`src/rtl/game_pkg.sv`:
```
// game_pkg: draw-engine state encoding and default geometry shared by the game blocks.
package game_pkg;

    typedef enum logic [2:0] {
        S_IDLE,
        S_ERASE,
        S_PAINT,
        S_DONE,
        S_WAIT_LOW
    } state_t;

    localparam int DEF_SIZE     = 4;
    localparam int DEF_X_W      = 8;
    localparam int DEF_Y_W      = 7;
    localparam int DEF_COLOUR_W = 3;
    localparam int DEF_SCREEN_W = 160;
    localparam int DEF_SCREEN_H = 120;

    // A counter for n values needs at least one bit, even when n is 1.
    function automatic int cnt_w(input int n);
        return (n > 1) ? $clog2(n) : 1;
    endfunction

endpackage

```
`src/rtl/pixel_scanner.sv`:
```
// pixel_scanner: row-major cx/cy counter over a SIZE x SIZE square.
module pixel_scanner
    import game_pkg::*;
#(
    parameter int SIZE = DEF_SIZE,
    parameter int CW   = cnt_w(DEF_SIZE)
) (
    input  logic          clock,
    input  logic          reset,
    input  logic          clear,
    input  logic          enable,
    output logic [CW-1:0] cx_d,
    output logic [CW-1:0] cy_d,
    output logic          last
);

    localparam logic [CW-1:0] MAX = CW'(SIZE - 1);

    logic [CW-1:0] cx_q;
    logic [CW-1:0] cy_q;

    // Next counts are exported so the owner can register pixel outputs in step with them.
    always_comb begin
        last = (cx_q == MAX) && (cy_q == MAX);
        cx_d = clear ? '0 : enable ? ((cx_q == MAX) ? '0 : cx_q + 1'b1) : cx_q;
        cy_d = clear ? '0 : (enable && cx_q == MAX) ? ((cy_q == MAX) ? '0 : cy_q + 1'b1) : cy_q;
    end

    always_ff @(posedge clock or negedge reset) begin
        if (!reset) begin
            cx_q <= '0;
            cy_q <= '0;
        end else begin
            cx_q <= cx_d;
            cy_q <= cy_d;
        end
    end

endmodule

```
`src/rtl/square_drawer.sv`:
```
// square_drawer: erases a square at its old position, paints it at the new one,
// then pulses finish_drawing; drives the VGA adapter pixel interface.
module square_drawer
    import game_pkg::*;
#(
    parameter int SIZE     = DEF_SIZE,
    parameter int X_W      = DEF_X_W,
    parameter int Y_W      = DEF_Y_W,
    parameter int COLOUR_W = DEF_COLOUR_W,
    parameter int SCREEN_W = DEF_SCREEN_W,
    parameter int SCREEN_H = DEF_SCREEN_H
) (
    input  logic                clock,
    input  logic                reset,
    input  logic                draw,
    input  logic                erase_en,
    input  logic [X_W-1:0]      old_x,
    input  logic [Y_W-1:0]      old_y,
    input  logic [X_W-1:0]      new_x,
    input  logic [Y_W-1:0]      new_y,
    input  logic [COLOUR_W-1:0] fg_colour,
    input  logic [COLOUR_W-1:0] bg_colour,
    output logic [X_W-1:0]      x,
    output logic [Y_W-1:0]      y,
    output logic [COLOUR_W-1:0] colour,
    output logic                plot,
    output logic                finish_drawing
);

    localparam int CW = cnt_w(SIZE);
    localparam logic [X_W:0] X_LIM = (X_W + 1)'(SCREEN_W);
    localparam logic [Y_W:0] Y_LIM = (Y_W + 1)'(SCREEN_H);

    state_t state_q, state_d;
    logic [X_W-1:0]      ox_q, ox_d, nx_q, nx_d;
    logic [Y_W-1:0]      oy_q, oy_d, ny_q, ny_d;
    logic [COLOUR_W-1:0] fg_q, fg_d, bg_q, bg_d;
    logic [X_W-1:0]      x_q, x_d;
    logic [Y_W-1:0]      y_q, y_d;
    logic [COLOUR_W-1:0] colour_q, colour_d;
    logic                plot_q, plot_d;
    logic                fin_q, fin_d;

    logic          clear, enable, last;
    logic [CW-1:0] cx_d, cy_d;
    logic          active, erasing;
    logic [X_W:0]  sx;
    logic [Y_W:0]  sy;

    pixel_scanner #(
        .SIZE(SIZE),
        .CW  (CW)
    ) u_scan (
        .clock (clock),
        .reset (reset),
        .clear (clear),
        .enable(enable),
        .cx_d  (cx_d),
        .cy_d  (cy_d),
        .last  (last)
    );

    always_comb begin
        state_d = state_q;
        clear   = 1'b0;
        enable  = 1'b0;
        ox_d    = ox_q;
        oy_d    = oy_q;
        nx_d    = nx_q;
        ny_d    = ny_q;
        fg_d    = fg_q;
        bg_d    = bg_q;
        case (state_q)
            S_IDLE: begin
                clear = 1'b1;
                if (draw) begin
                    ox_d    = old_x;
                    oy_d    = old_y;
                    nx_d    = new_x;
                    ny_d    = new_y;
                    fg_d    = fg_colour;
                    bg_d    = bg_colour;
                    state_d = erase_en ? S_ERASE : S_PAINT;
                end
            end
            S_ERASE: begin
                clear   = !draw || last;
                enable  = draw && !last;
                state_d = !draw ? S_IDLE : last ? S_PAINT : S_ERASE;
            end
            S_PAINT: begin
                clear   = !draw || last;
                enable  = draw && !last;
                state_d = !draw ? S_IDLE : last ? S_DONE : S_PAINT;
            end
            S_DONE:     state_d = draw ? S_WAIT_LOW : S_IDLE;
            S_WAIT_LOW: state_d = draw ? S_WAIT_LOW : S_IDLE;
            default:    state_d = S_IDLE;
        endcase
    end

    // Outputs are registered from the next state and next counts so each cycle shows its own pixel.
    always_comb begin
        erasing  = (state_d == S_ERASE);
        active   = erasing || (state_d == S_PAINT);
        sx       = {1'b0, erasing ? ox_d : nx_d} + (X_W + 1)'(cx_d);
        sy       = {1'b0, erasing ? oy_d : ny_d} + (Y_W + 1)'(cy_d);
        x_d      = active ? sx[X_W-1:0] : '0;
        y_d      = active ? sy[Y_W-1:0] : '0;
        colour_d = active ? (erasing ? bg_d : fg_d) : '0;
        plot_d   = active && (sx < X_LIM) && (sy < Y_LIM);
        fin_d    = (state_d == S_DONE);
    end

    always_ff @(posedge clock or negedge reset) begin
        if (!reset) begin
            state_q  <= S_IDLE;
            ox_q     <= '0;
            oy_q     <= '0;
            nx_q     <= '0;
            ny_q     <= '0;
            fg_q     <= '0;
            bg_q     <= '0;
            x_q      <= '0;
            y_q      <= '0;
            colour_q <= '0;
            plot_q   <= 1'b0;
            fin_q    <= 1'b0;
        end else begin
            state_q  <= state_d;
            ox_q     <= ox_d;
            oy_q     <= oy_d;
            nx_q     <= nx_d;
            ny_q     <= ny_d;
            fg_q     <= fg_d;
            bg_q     <= bg_d;
            x_q      <= x_d;
            y_q      <= y_d;
            colour_q <= colour_d;
            plot_q   <= plot_d;
            fin_q    <= fin_d;
        end
    end

    assign x              = x_q;
    assign y              = y_q;
    assign colour         = colour_q;
    assign plot           = plot_q;
    assign finish_drawing = fin_q;

endmodule

```
`config.mk`:
```
export PLATFORM = sky130hd
export DESIGN_NAME = square_drawer
export DESIGN_NICKNAME = d
export VERILOG_FILES = /design/src/rtl/game_pkg.sv /design/src/rtl/pixel_scanner.sv /design/src/rtl/square_drawer.sv
export SDC_FILE = /design/constraint.sdc
export NUM_CORES = 1
export LEC_CHECK = 0
export BUFFER_PORTS_ARGS = -buffer_cell sky130_fd_sc_hd__buf_2
export CAP_MARGIN = 20
export CORE_ASPECT_RATIO = 1.4
export CORE_MARGIN = 5
export CORE_UTILIZATION = 50
export DETAILED_ROUTE_END_ITERATION = 10
export PLACE_DENSITY = 0.71
export SYNTH_ARGS = -nofsm -noshare
export SYNTH_HDL_FRONTEND = slang
export SYNTH_SLANG_ARGS = --single-unit
```
`constraint.sdc`:
```
create_clock -name clock -period 4.3 [get_ports clock]
set_clock_uncertainty 0.2 [all_clocks]
set_input_delay 0.215 -clock clock [delete_from_list [all_inputs] [get_ports clock]]
set_output_delay 0.215 -clock clock [all_outputs]
set_load 0.01 [all_outputs]
```
Yosys cells after proc, flatten, opt, wreduce, memory -nomap -nowiden
Index checks and enable logic that the tools add are counted.
Widths: inputs -> output; s select.
{ "op_classes": {"muxes": 34, "n_addsub": 4, "n_reduce_logical": 12, "order_cmp": 2, "eq_ne": 9} }
{ "op_table": {"columns": ["cell", "n"], "rows": [
  ["$mux 8", 6],
  ["$mux 7", 6],
  ["$mux 3", 8],
  ["$mux 2", 10],
  ["$eq 3x2->1 const B", 4],
  ["$pmux 3 s4", 1],
  ["$add 8x2->9", 1],
  ["$lt 9x8->1 const B", 1],
  ["$add 7x2->8", 1],
  ["$lt 8x7->1 const B", 1],
  ["$eq 3x1->1 const B", 2],
  ["$logic_and 1x1->1", 5],
  ["$add 2x1->2 const B", 2],
  ["$eq 2x2->1 const B", 2],
  ["$reduce_or 2->1", 2],
  ["$eq 3x3->1 const B", 1],
  ["$logic_not 3->1", 1],
  ["$logic_not 1->1", 2],
  ["$logic_or 1x1->1", 2],
  ["$mux 1", 2],
  ["$pmux 1 s2", 1]
]} }
{ "totals": {"register_bits": 63, "output_inout_bits": 20, "input_bits": 40, "wordCells": 75} }

Depth between registers and ports, before layout
Gate-level depths: netlist of the first run.
{ "logic_depth": {"ltp_word": 11, "ltp_mapped": 15, "ltp_nobuf": 13} }

By module
Synthesis of the first run repeated with hierarchy kept, for this count alone.
{ "hier_totals": {"cells_unflattened": 348, "hier_area_um2": 3260.6} }
{ "by_module_without_submodules": {"columns": ["module", "cells_per_inst", "n_inst", "seq_area_each_um2", "area_per_inst_um2"], "rows": [
  ["square_drawer", 330, 1, 1476.4, 3045.4],
  ["pixel_scanner", 18, 1, 100.1, 215.2]
]} }

Least setup slack after synthesis of the first run
Ideal clock, no wire load.
{ "synth_timing": {"kind": "flip-flop to flip-flop", "start": "register state_q[0]", "end": "register plot_q (netlist: plot)", "arrival_time_ps": 3144, "path_slack_ps": 862, "setup_ps": 94, "synth_period_minus_slack_ps": 3438, "path_buffers": 4, "path_stages_with_launch": 16, "required_time_ps": 4006, "path_cell_list": "dfrtp_1 > buf_4 > nor4b_4 > buf_6 > buf_4 > buf_4 > mux2_2 > nor2_1 > nor2_1 > ha_1 > inv_1 > fa_1 > nor3_1 > mux2i_1 > o21ai_1 > a211oi_1"} }
{ "synth_between": {"elab_cells_between_ends": 31, "classes_between": "add/sub (2); order compare (2); eq/ne (6); mux (14); reduce/logical (7)"} }
{ "synth_lines": {"columns": ["element", "line", "text"], "rows": [
  ["start: declaration", "square_drawer.sv:34", "state_t state_q, state_d;"],
  ["start signal: assignment", "square_drawer.sv:130", "state_q <= state_d;"],
  ["$logic_not 3->1", "square_drawer.sv:73", "case (state_q)"],
  ["$mux 8", "square_drawer.sv:73", null],
  ["via nx_d[0]", "square_drawer.sv:35", "logic [X_W-1:0] ox_q, ox_d, nx_q, nx_d;"],
  ["$mux 8", "square_drawer.sv:106", "sx = {1'b0, erasing ? ox_d : nx_d} + (X_W + 1)'(cx_d);"],
  ["$add 8x2->9", "square_drawer.sv:106", null],
  ["$lt 9x8->1", "square_drawer.sv:111", "plot_d = active && (sx < X_LIM) && (sy < Y_LIM);"],
  ["$logic_and 1x1->1 (2 in a row)", "square_drawer.sv:111", null],
  ["via plot_d", "square_drawer.sv:41", "logic plot_q, plot_d;"],
  ["end signal: assignment", "square_drawer.sv:140", "plot_q <= plot_d;"],
  ["end: declaration", "square_drawer.sv:41", null]
]} }
The timed path passes the listed nets, and every way through them passes these cells.

Final worst setup path of the first run
{ "layout_timing": {"start": "register state_q[1]", "end": "register plot_q (netlist: plot)"} }
{ "layout_between": {"elab_cells_between_ends": 31, "classes_between": "add/sub (2); order compare (2); eq/ne (6); mux (14); reduce/logical (7)"} }
{ "layout_lines": {"columns": ["element", "line"], "rows": [
  ["$logic_not 3->1", "square_drawer.sv:73"],
  ["$mux 8", "square_drawer.sv:73"],
  ["via ox_d[0]", "square_drawer.sv:35"],
  ["$mux 8", "square_drawer.sv:106"],
  ["$add 8x2->9", "square_drawer.sv:106"],
  ["$lt 9x8->1", "square_drawer.sv:111"],
  ["$logic_and 1x1->1 (2 in a row)", "square_drawer.sv:111"],
  ["via plot_d", "square_drawer.sv:41"]
]} }
The timed path passes the listed nets, and every way through them passes these cells.

==> results of run 1 <==
==> Yosys cell counts, types with 3 or more instances <==
| library cell | count | share of area [%] |
|---|---|---|
| and3_1 | 8 | 1.6 |
| nor3_1 | 3 | 0.48 |
| nand2_1 | 21 | 2.5 |
| buf_4 | 4 | 0.96 |
| o21ai_0 | 7 | 1.1 |
| xnor2_1 | 5 | 1.4 |
| xor2_1 | 7 | 2.0 |
| nor2_1 | 29 | 3.5 |
| a21oi_1 | 6 | 0.96 |
| inv_1 | 21 | 2.5 |
| dfrtp_1 | 63 | 50 |
| mux2i_1 | 23 | 7.3 |
| ha_1 | 6 | 2.4 |
| clkbuf_1 | 3 | 0.36 |
| mux2_2 | 24 | 8.6 |
==> cells by family after synthesis <==
family	synth area share, %
buf+inv	4.87
simple gates	14.3
mux	18.0
flops	50.3
fa+ha+maj	3.67
compound gates	5.54
xor+xnor	3.35
==> worst paths after layout <==
kind / start / endpoint / slack (ns) / cells after the start
min in group asynchronous: reset / state_q[1] / 0.37 / 3
hold / removal: erase_en / state_q[0] / 0.13 / 4
setup reg to reg: state_q[1] / plot / 0.74 / 12
max in group asynchronous: reset / ox_q[7] / 3.01 / 3
setup / recovery: state_q[1] / plot / 0.74 / 12
hold reg to reg: ox_q[7] / ox_q[7] / 0.28 / 2
==> stage by stage <==
| stage | setup slack (ns) | power, W | area, sq um | hold WS (ns) |
|---|---|---|---|---|
| 2_1_floorplan | 0.862 | 0.00109 | 3140 | -0.281 |
| 3_3_place_gp | 0.931 | 0.00121 | 3490 | 0.229 |
| 3_5_place_dp | 0.756 | 0.00122 | 3490 | 0.231 |
| 4_1_cts | 0.721 | 0.00188 | 4110 | 0.119 |
| 5_1_grt | 0.464 | 0.00197 | 4110 | 0.195 |
| 6_report | 0.740 | 0.00186 | 4110 | 0.132 |
==> power groups by stage <==
| stage | clock, W | sequential (W) | combinational [W] |
|---|---|---|---|
| floorplan | 0 | 0.000768 | 0.000318 |
| global placement | 0 | 0.000759 | 0.000451 |
| detailed placement | 0 | 0.000763 | 0.000459 |
| CTS | 0.000643 | 0.000751 | 0.000487 |
| global route | 0.000667 | 0.000764 | 0.000537 |
| finish | 0.000624 | 0.000751 | 0.000480 |
==> critical path, stage by stage (launching register included) <==
cell and delay [ns]:
dfrtp_1 0.51, nor4b_4 0.34, buf_4 0.35, mux2_2 0.23
nor2_1 0.04, nor2_1 0.13, ha_1 0.18, inv_1 0.06
fa_1 0.45, nor3_1 0.46, o21ai_0 0.15, a21boi_0 0.22
a211oi_1 0.10
==> flip-flops by register name, summed over array words and instances, names as in the netlist <==
name	count
finish_drawing	1
plot	1
y	7
x	8
nx_q	8
u_scan.cx_q	2
colour	3
u_scan.cy_q	2
ny_q	7
bg_q	3
state_q	3
fg_q	3
oy_q	7
ox_q	8
==> metal layers <==
layer  vias to the layer above  track usage (%)  share of wire [%]
met5                         -                0                  0
met4                         0             7.12                1.9
met3                        11             4.34                3.6
met2                        45             32.6                 55
met1                      1107             20.5                 40
li1                       1141                -                  -
==> layout make-up <==
type	count	share of cell area, %
repair buffers	102	17.3
clock buffers	9	3.01
multi-input cells	180	34.2
well taps	72	2.19
inverters	21	1.92
flip-flops and latches	63	38.3
clock inverters	7	2.95
==> Flow_metrics.wiki, run 1 <==
{| class="wikitable"
! Metric !! Value
|-
| Number of antenna violations at the first check in global routing || 0
|-
| WL/cell || 14.7 microns
|-
| Fraction of power consumed by sequential logic || 40.5%
|-
| Share of cells above drive strength 1 || a little under a third
|-
| Post-synth top flop || dfrtp_1
|-
| Share of total power consumed by net switching || a little under 30%
|-
| H-Tree Depth || 3
|-
| Synthesized netlist cell count || roughly 280
|-
| Clk_lat worst skew || approximately 0.34 ns
|-
| RSZ-0062 raised after global routing || no
|-
| Clock buffer count from CTS || 9
|-
| Number of max-cap violations || 0
|-
| Register bit total from synthesis || between 60 and 70
|-
| Final slew viol count || 0
|-
| Via-to-Cell Ratio || about 5.1
|-
| DP Wirelength || between 4000 and 5000 microns
|-
| Number of instances in the placed design || 400
|-
| Fraction of power consumed by the clock network || 33.6%
|-
| Pin count of the biggest net entering global routing || 64
|-
| Most frequent standard cell in the layout excluding fill and tap cells || dfrtp_1
|-
| Row Count || 34
|-
| Sum of routed wire length over all layers || between 6000 and 7000 microns
|-
| Number of gates resized after cts || 0
|-
| Placer Congestion || 0.755
|-
| Result of the run || complete, no violations
|-
| CTS tree || yes
|-
| Hold Buf Count CTS || 38
|-
| Post-route non-filler standard cell count || roughly 450
|-
| Bufs on Longest Clock Path || 2
|-
| Commonest non-fill, non-tap cells in the layout || dfrtp_1, buf_2, dlygate4sd3_1, nor2_1, mux2_2
|-
| Synth warn || 0
|-
| Startpoint class of the critical path || flip-flop
|-
| Crit share post-route || ~83%
|-
| Ant diodes || 0
|-
| Switching power of the nets || around 0.00054 W
|-
| Hold WC Path Type || in -> reg
|-
| FFs w/ async S/R, synth || 100%
|-
| CP Max Fanout || 22
|-
| Number of distinct library cells after synthesis || 46
|-
| Sequential element share of the synthesized area || 50.3%
|-
| Number of antenna-violating nets in the routed design || 0
|-
| Initial Utilization || 50.9%
|-
| Count of clock tree sinks || 63
|-
| Count of port buffers added during placement || 59
|-
| Area of the core || just over 6000 sq um
|-
| Clock-pin slew reported for the worst setup and hold paths after clock tree synthesis || approximately 0.07 ns
|-
| Final net count || roughly 430
|-
| Post-route DRC violation count || 0
|-
| Leakage power figure || between 2 and 2.5 nW
|-
| Number of fill cells in the layout || 458
|-
| Mean Syn Cell Area || approximately 11 sq um
|-
| Transition time at the pin with the least slew margin || slightly below 0.8 ns
|-
| Setup TNS || 0 ns
|-
| Largest vdd supply drop || just under 0.3 mV
|-
| Maximum clock rate || 281 MHz
|-
| Horizontal die dimension || around 77 microns
|-
| GRT Total Usage || 18.2%
|-
| Post-synth EDFFs || 0
|-
| Seq. cell area || around 1600 sq um
|-
| Die Y-Extent || between 100 and 150 microns
|-
| Worst max-slew margin expressed relative to the limit || 47.7%
|-
| Arr. time, crit path || roughly 3.6 ns
|-
| Synthesized netlist net count || approximately 320
|-
| Critical path start-end classification || reg -> reg
|-
| Cell Int Power || ~0.0013 W
|-
| Nature of the critical path endpoint || flip-flop
|-
| Area growth, synth to finish || 31.1%
|-
| Clock root cell || clkbuf_8
|-
| CP required || around 4.3 ns
|-
| Number of global-route vias before repair || between 2000 and 3000
|-
| I/O pin cnt || 60
|-
| Iteration count of the initial detailed-routing pass || 4
|-
| Syn Std Cell Area || roughly 3100 sq um
|-
| Final period demand of the worst path || 3.56 ns
|-
| Wire length of the first global-routing pass || between 10000 and 15000 microns
|-
| Post-CTS setup buffer count || 0
|-
| Drt first-iter violations || roughly 80
|-
| Portion of total power attributed to combinational logic || between 20% and 30%
|-
| Final count of hold timing violations || 0
|-
| # setup viols final || 0
|-
| Cell area power density || 451 nW/um^2
|-
| Multi-input logic area || approximately 1400 sq um
|-
| Via total after detailed routing || roughly 2300
|-
| Die ar. || about 8000 sq um
|-
| GR Overflow Total || 0
|-
| Final core utilization || between 60 and 70%
|}
Power figures use the tool's default switching activity.
==> inputs of run 2 (changes only) <==
Settings changed: PLACE_DENSITY 0.71 to 0.74.
Clock period 4.3 ns to 3.27 ns, I/O delays scaled along.
==> Flow_metrics.wiki, run 2 (same netlist as run 1, synthesis figures left out) <==
{| class="wikitable"
! Metric !! Value
|-
| Result of the run || complete, no violations
|-
| # setup viols final || 0
|-
| Share of cells above drive strength 1 || roughly two fifths
|-
| Nature of the critical path endpoint || flip-flop
|-
| Setup slack of the critical path after layout || 0.113 ns
|-
| Largest vdd supply drop || 0.377 mV
|-
| WL/cell || roughly 16 microns
|-
| Worst-case reg-to-reg path depth || 12
|-
| End of the worst register-to-register path || plot
|-
| Clock-pin slew reported for the worst setup and hold paths after clock tree synthesis || approximately 0.07 ns
|-
| Placer Congestion || about 0.81
|-
| Reg2reg start || u_scan.cx_q[0]
|-
| Most frequent standard cell in the layout excluding fill and tap cells || dfrtp_1
|-
| Count of port buffers added during placement || around 60
|-
| Post-route cell area || 4370 sq um
|-
| GRT Total Usage || 18.5%
|-
| Count of clock tree sinks || 63
|-
| Worst max-slew margin expressed relative to the limit || 65.8%
|-
| Initial Utilization || slightly above 50%
|-
| Number of antenna-violating nets in the routed design || 0
|-
| Top layer in use || met4
|-
| Startpoint class of the critical path || flip-flop
|-
| Bufs on Longest Clock Path || 2
|-
| GR Overflow Total || 0
|-
| Clock root cell || clkbuf_8
|-
| I/O pin cnt || 60
|-
| Post-route DRC violation count || 0
|-
| Number of instances in the placed design || about 410
|-
| Cell area power density || 541 nW/um^2
|-
| Sum of routed wire length over all layers || 7450 microns
|-
| Via total after detailed routing || 2470
|-
| Transition time at the pin with the least slew margin || 0.499 ns
|-
| Clock buffer count from CTS || 9
|-
| Hold WC Path Type || in -> async
|-
| Ant diodes || 0
|-
| Final slew viol count || 0
|-
| Maximum clock rate || between 300 and 400 MHz
|-
| Clk_lat worst skew || around 0.34 ns
|-
| Number of antenna violations at the first check in global routing || 0
|-
| Total routed wire length on the met1 layer || roughly 2800 microns
|-
| DP Wirelength || ~4800 microns
|-
| Final net count || 450
|-
| Wire length of the first global-routing pass || approximately 12000 microns
|-
| Number of max-cap violations || 0
|-
| CP Max Fanout || 4
|-
| H-Tree Depth || 3
|-
| Leakage power figure || 2.15 nW
|-
| Final period demand of the worst path || between 3 and 4 ns
|-
| Post-route non-filler standard cell count || 478
|-
| Routed length on met3 || between 200 and 300 microns
|-
| Final core utilization || about 71%
|-
| Design Power || about 0.0024 W
|-
| Area after detailed placement || 3550 sq um
|-
| Setup slack, reg-to-reg || about 0.11 ns
|-
| Pin count of the biggest net entering global routing || 47
|-
| Row Count || 34
|-
| Number of global-route vias before repair || about 2600
|-
| Critical path start-end classification || reg -> reg
|-
| CP required || 3.31 ns
|-
| Crit share post-route || 96.5%
|-
| Die ar. || ~8000 sq um
|-
| Die Y-Extent || slightly above 100 microns
|-
| Final count of hold timing violations || 0
|-
| Area of the core || between 6000 and 7000 sq um
|-
| Horizontal die dimension || approximately 77 microns
|-
| Via-to-Cell Ratio || 5.17
|-
| Arr. time, crit path || around 3.2 ns
|-
| Sum of met2 wire segment lengths after detailed routing || between 4000 and 5000 microns
|-
| Area growth, synth to finish || 39.4%
|-
| CTS tree || yes
|-
| Setup slack at placement || roughly 0.12 ns
|-
| Drt first-iter violations || between 100 and 150
|-
| Commonest non-fill, non-tap cells in the layout || dfrtp_1, buf_2, dlygate4sd3_1, nor2_1, buf_4
|-
| Iteration count of the initial detailed-routing pass || 4
|}
## run 2: changes by cell type in the layout (fill, tap and decap cells not counted), sizes merged
cell / previous run / this run
buf: 64 / 87
clkinvlp: 0 / 3
clkbuf: 9 / 10
bufinv: 3 / 1
dlymetal6s2s: 0 / 1
clkinv: 4 / 2
## run 2: final cells by class
type / instances / area (sq um)
Inverter: 21 / 78.8
Clock buffer: 9 / 124
Sequential cell: 63 / 1580
Timing Repair Buffer: 127 / 965
Multi-Input combinational cell: 180 / 1470
Fill cell: 448 / 1800
Tap cell: 72 / 90.1
Clock inverter: 6 / 62.6
## run 2: what timing repair did
action / in CTS / in global routing
setup buffers: 0 / 17
hold buffers: 38 / 0
hold endpoints to repair: 84 / 0
gates resized for setup: 0 / 24
endpoints found under the setup margin: 0 / 3
## run 2: critical path, cell delays in order (launching register included)
cell      delay (ns)
dfrtp_1         0.41
ha_1            0.27
nand2_2         0.13
nand3_2         0.11
or3_1           0.34
a21oi_2         0.19
ha_2            0.22
inv_2           0.04
fa_2            0.39
nor3_4          0.25
mux2i_1         0.22
o21ai_1         0.09
a211oi_1        0.21
## run 2: per-layer routing
layer  up-vias  global-route usage, %
li1       1190                      -
met1      1211                   20.2
met2        54                   33.8
met3        15                   4.77
met4         0                   6.63
met5         -                      0
## run 2: how the worst max path moves through the flow
stage | slack, ns | end | start | cells past startpoint
CTS | 0.04 | plot | u_scan.cx_q[0] | 12
finish | 0.11 | plot | u_scan.cx_q[0] | 12
detailed placement | 0.12 | plot | state_q[0] | 9
global placement | 0.20 | plot | state_q[0] | 9
floorplan | 0.03 | plot | state_q[0] | 15
global route | -0.05 | plot | u_scan.cx_q[0] | 12
## run 2: power by group
part           leakage (nW)  switching (W)  total [W]  internal, W
sequential            0.772      0.0000542   0.000990     0.000936
combinational          1.30       0.000377   0.000725     0.000348
clock                0.0871       0.000306   0.000650     0.000344
## run 2: stage by stage
step                TNS, ns  hold slack (ns)
global placement          0            0.187
finish                    0           0.0492
global route        -0.0455           0.0713
detailed placement        0            0.194
floorplan                 0           -0.332
CTS                       0           0.0925
